**config.mk**
```make
export PLATFORM = sky130hd
export DESIGN_NAME = bcd_conv_sched
export DESIGN_NICKNAME = d
export VERILOG_FILES = /design/src/rtl/bcd_conv_sched_pkg.sv /design/src/rtl/bcd_conv_sched_rr_arbiter.sv /design/src/rtl/bcd_conv_sched.sv
export SDC_FILE = /design/constraint.sdc
export NUM_CORES = 1
export LEC_CHECK = 0
export BUFFER_PORTS_ARGS = -buffer_cell sky130_fd_sc_hd__buf_4
export CELL_PAD_IN_SITES_DETAIL_PLACEMENT = 2
export CELL_PAD_IN_SITES_GLOBAL_PLACEMENT = 2
export CORE_MARGIN = 2
export CORE_UTILIZATION = 26
export DETAILED_ROUTE_END_ITERATION = 7
export GPL_ROUTABILITY_DRIVEN = 0
export PLACE_DENSITY_LB_ADDON = 0.25
export SYNTH_ARGS = -nofsm -noshare
export SYNTH_HDL_FRONTEND = slang
export SYNTH_SLANG_ARGS = --single-unit
```
**constraint.sdc**
```tcl
create_clock -name clk -period 3.3 [get_ports clk]
set_input_delay 0.66 -clock clk [delete_from_list [all_inputs] [get_ports clk]]
set_output_delay 0.66 -clock clk [all_outputs]
set_load 0.01 [all_outputs]
```
**src/rtl/bcd_conv_sched_pkg.sv**
```systemverilog
// Shared types and constants for the BCD converter scheduler.
package bcd_sched_pkg;

    // Scheduler states: settle the converter, wait for work, wait for the result.
    typedef enum logic [1:0] {
        ST_DRAIN = 2'd0,
        ST_IDLE  = 2'd1,
        ST_WAIT  = 2'd2
    } sched_state_t;

    localparam int BIN_W    = 12;   // binary operand width
    localparam int BCD_W    = 16;   // four packed BCD digits
    localparam int CONV_LAT = 26;   // converter edges from en to rdy

    // Returned in place of a result when the converter never answered.
    localparam logic [BCD_W-1:0] BCD_ERR = 16'hFFFF;

endpackage

```
**src/rtl/bcd_conv_sched_rr_arbiter.sv**
```systemverilog
// Combinational round-robin pick: first asserted request at or above ptr,
// wrapping around. The pointer register is owned by the parent.
module rr_arbiter #(
    parameter  int N_REQ = 4,
    localparam int IDX_W = $clog2(N_REQ)
) (
    input  logic [N_REQ-1:0] req,
    input  logic [IDX_W-1:0] ptr,
    output logic [N_REQ-1:0] grant_oh,
    output logic [IDX_W-1:0] grant_idx,
    output logic             any_req
);

    logic [IDX_W:0]   sum_s;
    logic [IDX_W-1:0] cand_s;
    logic             found_s;

    // Scan from the pointer upwards, taking the first requester found.
    always_comb begin
        grant_oh  = '0;
        grant_idx = '0;
        found_s   = 1'b0;
        sum_s     = '0;
        cand_s    = '0;
        for (int k = 0; k < N_REQ; k++) begin
            sum_s = {1'b0, ptr} + (IDX_W+1)'(k);
            if (sum_s >= (IDX_W+1)'(N_REQ)) begin
                sum_s = sum_s - (IDX_W+1)'(N_REQ);
            end else begin
                sum_s = sum_s;
            end
            cand_s = sum_s[IDX_W-1:0];
            if (!found_s && req[cand_s]) begin
                found_s          = 1'b1;
                grant_idx        = cand_s;
                grant_oh[cand_s] = 1'b1;
            end else begin
                found_s = found_s;
            end
        end
        any_req = |req;
    end

endmodule

```
**src/rtl/bcd_conv_sched.sv**
```systemverilog
// Round-robin scheduler sharing one double-dabble converter among N_REQ
// requesters. The converter has no reset, so a drain period follows reset
// and every timeout to swallow any rdy still in flight.
module bcd_conv_sched
    import bcd_sched_pkg::*;
#(
    parameter int N_REQ   = 4,
    parameter int TIMEOUT = 31,
    parameter int DRAIN   = 32
) (
    input  logic                     clk,
    input  logic                     rst,
    input  logic [N_REQ-1:0]         req,
    input  logic [BIN_W*N_REQ-1:0]   req_data,
    output logic [N_REQ-1:0]         gnt,
    output logic                     res_valid,
    output logic [$clog2(N_REQ)-1:0] res_id,
    output logic [BCD_W-1:0]         res_bcd,
    output logic                     res_err,
    output logic                     busy,
    output logic                     conv_en,
    output logic [BIN_W-1:0]         conv_bin,
    input  logic [BCD_W-1:0]         conv_bcd,
    input  logic                     conv_rdy
);

    localparam int ID_W    = $clog2(N_REQ);
    // Never give up before the converter could possibly have answered.
    localparam int TMO_LIM = (TIMEOUT > CONV_LAT) ? TIMEOUT : CONV_LAT + 1;
    localparam int DRN_LIM = (DRAIN > CONV_LAT + 1) ? DRAIN : CONV_LAT + 2;
    localparam int CNT_MAX = (TMO_LIM > DRN_LIM) ? TMO_LIM : DRN_LIM;
    localparam int CNT_W   = $clog2(CNT_MAX + 1);

    sched_state_t      state_r, state_nxt_s;
    logic [CNT_W-1:0]  cnt_r, cnt_nxt_s;       // drain countdown / wait timer
    logic [ID_W-1:0]   ptr_r, ptr_nxt_s;

    logic [N_REQ-1:0]  win_oh_s;
    logic [ID_W-1:0]   win_idx_s;
    logic              any_req_s;
    logic [BIN_W-1:0]  win_data_s;
    logic              timeout_s;

    logic [N_REQ-1:0]  gnt_nxt_s;
    logic              res_valid_nxt_s;
    logic [ID_W-1:0]   res_id_nxt_s;
    logic [BCD_W-1:0]  res_bcd_nxt_s;
    logic              res_err_nxt_s;
    logic              busy_nxt_s;
    logic              conv_en_nxt_s;
    logic [BIN_W-1:0]  conv_bin_nxt_s;

    rr_arbiter #(.N_REQ(N_REQ)) u_arb (
        .req       (req),
        .ptr       (ptr_r),
        .grant_oh  (win_oh_s),
        .grant_idx (win_idx_s),
        .any_req   (any_req_s)
    );

    assign timeout_s = (cnt_r == CNT_W'(TMO_LIM - 1));

    // Select the winning requester's operand.
    always_comb begin
        win_data_s = '0;
        for (int k = 0; k < N_REQ; k++) begin
            if (win_idx_s == ID_W'(k)) begin
                win_data_s = req_data[k*BIN_W +: BIN_W];
            end else begin
                win_data_s = win_data_s;
            end
        end
    end

    // State, counter and round-robin pointer registers.
    always_ff @(posedge clk or posedge rst) begin
        if (rst) begin
            state_r <= ST_DRAIN;
            cnt_r   <= CNT_W'(DRN_LIM);
            ptr_r   <= '0;
        end else begin
            state_r <= state_nxt_s;
            cnt_r   <= cnt_nxt_s;
            ptr_r   <= ptr_nxt_s;
        end
    end

    // Next-state, counter and pointer decisions.
    always_comb begin
        state_nxt_s = state_r;
        cnt_nxt_s   = cnt_r;
        ptr_nxt_s   = ptr_r;
        case (state_r)
            ST_DRAIN: begin
                if (cnt_r <= CNT_W'(1)) begin
                    state_nxt_s = ST_IDLE;
                    cnt_nxt_s   = '0;
                end else begin
                    cnt_nxt_s = cnt_r - CNT_W'(1);
                end
            end
            ST_IDLE: begin
                if (any_req_s) begin
                    state_nxt_s = ST_WAIT;
                    cnt_nxt_s   = '0;
                    if (win_idx_s == ID_W'(N_REQ - 1)) begin
                        ptr_nxt_s = '0;
                    end else begin
                        ptr_nxt_s = win_idx_s + ID_W'(1);
                    end
                end else begin
                    state_nxt_s = ST_IDLE;
                end
            end
            ST_WAIT: begin
                // rdy takes priority over a simultaneous timeout.
                if (conv_rdy) begin
                    state_nxt_s = ST_IDLE;
                    cnt_nxt_s   = '0;
                end else if (timeout_s) begin
                    state_nxt_s = ST_DRAIN;
                    cnt_nxt_s   = CNT_W'(DRN_LIM);
                end else begin
                    cnt_nxt_s = cnt_r + CNT_W'(1);
                end
            end
            default: begin
                state_nxt_s = ST_DRAIN;
                cnt_nxt_s   = CNT_W'(DRN_LIM);
            end
        endcase
    end

    // Next values of the registered outputs.
    always_comb begin
        gnt_nxt_s       = '0;
        conv_en_nxt_s   = 1'b0;
        conv_bin_nxt_s  = conv_bin;
        res_valid_nxt_s = 1'b0;
        res_id_nxt_s    = res_id;
        res_bcd_nxt_s   = res_bcd;
        res_err_nxt_s   = res_err;
        busy_nxt_s      = (state_nxt_s != ST_IDLE);
        case (state_r)
            ST_IDLE: begin
                if (any_req_s) begin
                    gnt_nxt_s      = win_oh_s;
                    conv_en_nxt_s  = 1'b1;
                    conv_bin_nxt_s = win_data_s;
                    res_id_nxt_s   = win_idx_s;
                end else begin
                    gnt_nxt_s = '0;
                end
            end
            ST_WAIT: begin
                if (conv_rdy) begin
                    res_valid_nxt_s = 1'b1;
                    res_bcd_nxt_s   = conv_bcd;
                    res_err_nxt_s   = 1'b0;
                end else if (timeout_s) begin
                    res_valid_nxt_s = 1'b1;
                    res_bcd_nxt_s   = BCD_ERR;
                    res_err_nxt_s   = 1'b1;
                end else begin
                    res_valid_nxt_s = 1'b0;
                end
            end
            ST_DRAIN: begin
                res_valid_nxt_s = 1'b0;
            end
            default: begin
                res_valid_nxt_s = 1'b0;
            end
        endcase
    end

    // Output registers; busy comes out of reset high because we start draining.
    always_ff @(posedge clk or posedge rst) begin
        if (rst) begin
            gnt       <= '0;
            res_valid <= 1'b0;
            res_id    <= '0;
            res_bcd   <= '0;
            res_err   <= 1'b0;
            busy      <= 1'b1;
            conv_en   <= 1'b0;
            conv_bin  <= '0;
        end else begin
            gnt       <= gnt_nxt_s;
            res_valid <= res_valid_nxt_s;
            res_id    <= res_id_nxt_s;
            res_bcd   <= res_bcd_nxt_s;
            res_err   <= res_err_nxt_s;
            busy      <= busy_nxt_s;
            conv_en   <= conv_en_nxt_s;
            conv_bin  <= conv_bin_nxt_s;
        end
    end

endmodule
```
After elaboration in Yosys (flattened, before gate mapping):

Index checks and enable logic that the tools add are counted.

* reduce and logical (&&, ||, !) cells: 16
* muxes and demuxes: 57
* bitwise gates (word level): 3
* eq/ne operators: 8
* order comparisons: 13
* add/subtract/negate cells: 10

Operator list (count)
* 12-bit two-way mux: 4
* 16-bit two-way mux: 2
* 2-bit two-way mux: 13
* 4-bit two-way mux: 6
* 6-bit two-way mux: 4
* 1-bit two-way mux: 18
* 6-bit case mux with 3 select lines: 1
* 2-bit by 3-bit less-than comparator with 1-bit output (second input constant): 4
* 4-bit bitwise OR: 3
* 3-bit greater-or-equal comparator (second input constant): 3
* 1-bit binary-select mux with 2-bit select: 4
* 1-bit demux with 2-bit select: 4
* 2-bit by 1-bit greater-or-equal comparator with 1-bit output (second input constant): 4
* 2-bit by 1-bit subtractor with 2-bit output (second input constant): 4
* 1-bit logical AND: 7
* 2-bit by 2-bit adder with 3-bit output (second input constant): 2
* 6-bit by 1-bit adder with 6-bit output (second input constant): 1
* 2-bit == test (second input constant): 3
* 6-bit by 5-bit == test with 1-bit output (second input constant): 1
* 6-bit by 1-bit less-or-equal comparator with 1-bit output (second input constant): 1
* 2-bit case mux with 3 select lines: 1
* 6-bit by 1-bit subtractor with 6-bit output (second input constant): 1
* 2-bit by 1-bit == test with 1-bit output (second input constant): 2
* 2-bit logical NOT: 2
* 9 further kinds: 12

* output and inout port bits: 38
* register bits after elaboration: 48

Logic depth before layout (Yosys ltp):

* depth after elaboration: 19
* mapped depth: 13

Hierarchy:

A second synthesis with hierarchy kept.

* cell total of the unflattened synthesis: 324
* area total of the unflattened synthesis: 2886.5 µm²

By module, submodules not included
* bcd_conv_sched: cells an instance 275, times used 1, area each 2474.9 µm²
* rr_arbiter: cells an instance 49, times used 1, area each 411.6 µm²

Worst setup path after synthesis:

Ideal clock, no wire load.

* path type: reg2reg
* from: reg ptr_r[1]
* to: reg conv_bin[2]
* arrival time: 3033 ps
* data required time: 3224 ps
* clock period less this slack: 3109 ps
* library setup time: 76 ps
* slack: 191 ps
* cell stages (with the launch flop): 14
* cell sequence: dfrtp_1 > inv_1 > ha_1 > buf_6 > mux2i_1 > or3_1 > o211a_2 > inv_2 > ha_1 > clkbuf_1 > clkbuf_1 > a221oi_1 > o31a_1 > o21ai_1

* cells in the longest elaborated chain, start to end: 19

Ends and longest elaborated chain
* from (decl): RTL line bcd_conv_sched.sv:36 `logic [ID_W-1:0] ptr_r, ptr_nxt_s;`
* from (signal assigned): RTL line bcd_conv_sched.sv:84 `ptr_r <= ptr_nxt_s;`
* branches (longest 13 deep; another with 2-bit by 1-bit adder with 3-bit output)
* 2-bit two-way mux *: RTL line bcd_conv_sched_rr_arbiter.sv:33 `if (!found_s && req[cand_s]) begin`
* named net u_arb.grant_idx[0]: RTL line bcd_conv_sched_rr_arbiter.sv:10 `output logic [IDX_W-1:0] grant_idx,`
* 2-bit logical NOT: RTL line bcd_conv_sched.sv:67 `if (win_idx_s == ID_W'(k)) begin`
* 12-bit two-way mux (3 in series): RTL line bcd_conv_sched.sv:67
* 12-bit two-way mux *: RTL line bcd_conv_sched.sv:67
* to (signal assigned): RTL line bcd_conv_sched.sv:196 `conv_bin <= conv_bin_nxt_s;`
* to (decl): RTL line bcd_conv_sched.sv:22 `output logic [BIN_W-1:0] conv_bin,`

Mark *: on every way through the listed nets, which the timed path passes. The select of a mux whose other input is x is not followed.
A chain may end at the register's enable or synchronous reset.

Worst setup path after layout:

* from: reg ptr_r[0]
* to: reg conv_bin[11]

* cells in the longest elaborated chain, start to end: 19

Ends and longest elaborated chain (RTL line)
* branches (longest 13 deep; another with 2-bit by 1-bit adder with 3-bit output)
* 2-bit two-way mux *: bcd_conv_sched_rr_arbiter.sv:33
* 2-bit logical NOT: bcd_conv_sched.sv:67
* 12-bit two-way mux (3 in series): bcd_conv_sched.sv:67
* 12-bit two-way mux *: bcd_conv_sched.sv:67

Every way passes the cells marked *. The select of a mux whose other input is x is not followed.

==> results.json <==
{
  "max_freq_ghz": 0.338,
  "dp.cells": 551,
  "timing.setup.tns_ns": 0,
  "antenna_cells": 0,
  "cts_resized": 0,
  "cp_max_fo": 12,
  "setup_slack_ns": 0.337,
  "postLayoutCoreUtil": 0.366,
  "cp_top_family": "compound AO/OA/AOI/OAI gates",
  "p_leak_nw": 1.85,
  "detail_route.vias_per_cell": 5.14,
  "antenna_found_initial": 0,
  "yosys_warnings": 0,
  "period_needed_ns": 2.96,
  "hold_viol_final": 0,
  "cp-end-kind": "flop",
  "rsz0062_at_grt": "no",
  "critPathLaunchType": "flop",
  "r2r_start": "ptr_r[0]",
  "synth.distinct_cells": 58,
  "dr_total_vias": 2875,
  "finalMaxSlewViolations": 0,
  "slew_headroom": 0.498,
  "tightest_slew_ns": 0.753,
  "finish.net_count": 502,
  "yosys_register_bits": 48,
  "port_buffers": 108,
  "ios": 109,
  "initial_utilization": 0.264,
  "clk_pin_slew_ns": 0.07,
  "wl_per_cell_microns": 17.3,
  "post-route-period-util": 0.898,
  "synthMuxAreaShare": 0.0304,
  "coreArea_sq_mm": 0.0114,
  "pre_cts_slack_ns": 0.221,
  "worstRegToRegCells": 11,
  "hp-class": "in -> async",
  "worstPathArrival_ns": 3.18,
  "syn_area_per_cell_sq_um": 9.69,
  "ys_seq_area_frac": 0.400,
  "required_ns": 3.51,
  "worstReg2RegEnd": "conv_bin[11]",
  "cts_sinks": 48,
  "synthSimpleGateAreaFrac": 0.184,
  "critPathBufInv": 2,
  "drive_gt1_frac": 0.341,
  "ys_async_sr_fraction": 1.00,
  "fin_area_sq_mm": 0.00416,
  "cts-root-buf": "clkbuf_16",
  "fp.dieH_microns": 112,
  "syn-num-nets": 397,
  "worstSkewPairLatency_ns": 0.29,
  "power_density_mw_per_mm2": 953,
  "antenna_left": 0,
  "synth-edff-count": 0,
  "die_w_microns": 112,
  "path_cells": "inv_1, ha_1, buf_4, a21boi_0, o22ai_1, o22ai_1, ha_1, nor2b_1, a221oi_1, o31a_1, o21ai_1",
  "grt_pass1_wl_mm": 15.6,
  "area_delta_synth_final_pct": 38.5,
  "critPathMaxStageDelay_ns": 0.55,
  "track_usage": 0.153,
  "netlist_instances": 310,
  "clockBufferDepth": 2,
  "grt_pass1_vias": 3014,
  "synth.cell_area_sq_mm": 0.00301,
  "status": "finished clean",
  "cts-buffers-inserted": 5,
  "crit_type": "reg -> reg",
  "skew_ns": 0.00360,
  "drcViolationCount": 0,
  "postCtsHoldBufs": 0,
  "postCtsSetupBuffers": 0,
  "synth-xor-area-share": 0,
  "drv_cap": 0,
  "synth_compound_area_frac": 0.264,
  "synth_top_family_by_area": "compound AO/OA/AOI/OAI gates",
  "fin_cells": 559,
  "setup_viol": 0,
  "gr-total-overflow": 0,
  "hpwl_mm": 7.55,
  "cts_max_level": 2,
  "synthAdderAreaFrac": 0.0666,
  "drt_iter0_drc": 148,
  "crit_slowest_cell": "ha_1",
  "die_area_sq_mm": 0.0124,
  "grt_max_degree": 27,
  "ir_drop_mv": 0.355,
  "rrSetupSlack_ns": 0.34,
  "worst-path-stages": 11,
  "postRouteWirelength_mm": 9.65,
  "dominantRegCellSynth": "dfrtp_1",
  "first_pass_iters": 4,
  "placementRows": 39,
  "cts_tree": "done",
  "dpl_cell_area_sq_mm": 0.00399
}
==> metrics by stage <==
| step | hold slack, ns | total power, mW |
|---|---|---|
| 4_1_cts | 0.448 | 4.04 |
| 2_1_floorplan | 0.516 | 2.56 |
| 5_1_grt | 0.475 | 4.31 |
| 3_3_place_gp | 0.472 | 3.33 |
| 6_report | 0.422 | 3.97 |
| 3_5_place_dp | 0.476 | 3.44 |
==> power breakdown <==
part	internal, mW	switching (mW)
Combinational	1.11	1.21
Clock	0.360	0.229
Sequential	0.850	0.206
Total	2.32	1.65
==> synthesized netlist by cell type (all sizes together) (2+ instances only) <==
cell type | count | area [sq um]
nor2b | 28 | 175
nand4 | 3 | 18.8
buf | 12 | 72.6
a21oi | 12 | 60.1
nor2 | 7 | 26.3
nor3 | 3 | 15.0
o31a | 13 | 114
or3 | 3 | 18.8
a221o | 5 | 50.1
a22oi | 2 | 15.0
or3b | 2 | 17.5
mux2i | 2 | 20.0
a221oi | 16 | 140
nand3b | 6 | 45.0
mux4 | 2 | 48.8
nand3 | 3 | 15.0
o22a | 15 | 131
dfrtp | 46 | 1150
clkbuf | 11 | 41.3
dfstp | 2 | 52.6
ha | 16 | 200
mux2 | 2 | 22.5
o22ai | 2 | 12.5
o21ai | 18 | 93.8
a21boi | 2 | 15.0
a31oi | 4 | 40.0
nor3b | 2 | 20.0
inv | 13 | 48.8
nand2 | 39 | 146
==> per-layer routing <==
metal | track usage | routed length [microns] | vias to the layer above
li1 | - | - | 1355
met1 | 0.178 | 4040 | 1450
met2 | 0.291 | 5130 | 61
met3 | 0.0278 | 340 | 9
met4 | 0.0354 | 140 | 0
met5 | 0 | 0 | -
==> registers in the layout, indices dropped and copies added, names as in the netlist <==
signal,flops
cnt_r,6
conv_en,1
state_r,2
res_id,2
conv_bin,12
busy,1
res_bcd,16
ptr_r,2
res_valid,1
res_err,1
gnt,4
==> layout by cell type, fill, tap and decap left out, types with 3 or more instances in the layout <==
cell / n
dfrtp_1: 46
o21ai_1: 14
a221oi_1: 16
nand2_1: 39
buf_4: 120
nand3b_1: 6
nor3_1: 3
a21oi_1: 12
a221o_1: 5
nand3_1: 3
o22a_1: 15
inv_1: 10
a31oi_1: 3
nor2_1: 7
nor2b_1: 28
ha_1: 16
nand4_1: 3
or3_1: 3
clkbuf_16: 5
o31a_1: 13
inv_2: 3
o21ai_0: 3
==> cell families after synthesis <==
kind of cell	Yosys count
AO/OA/AOI/OAI	100
adder cells (fa/ha/maj)	16
buffers and inverters	36
flip-flops	48
multiplexers	6
AND/OR/NAND/NOR	104
==> how the worst max path moves through the flow <==
| stage | startpoint | endpoint |
|---|---|---|
| 3_3_place_gp | req[3] | conv_bin[11] |
| 3_5_place_dp | req[3] | conv_bin[11] |
| 2_1_floorplan | ptr_r[1] | conv_bin[2] |
| 5_1_grt | ptr_r[0] | conv_bin[6] |
| 4_1_cts | ptr_r[0] | conv_bin[11] |
| 6_report | ptr_r[0] | conv_bin[11] |
==> final cells by class <==
class	count	area, sq um
clock buffer	5	125
inverter	13	48.8
clock inverter	3	46.3
multi-input combinational	226	1640
tap	143	179
sequential	48	1200
timing repair buffer	121	921
fill	1262	7210
(Power assumes the default switching activity.)
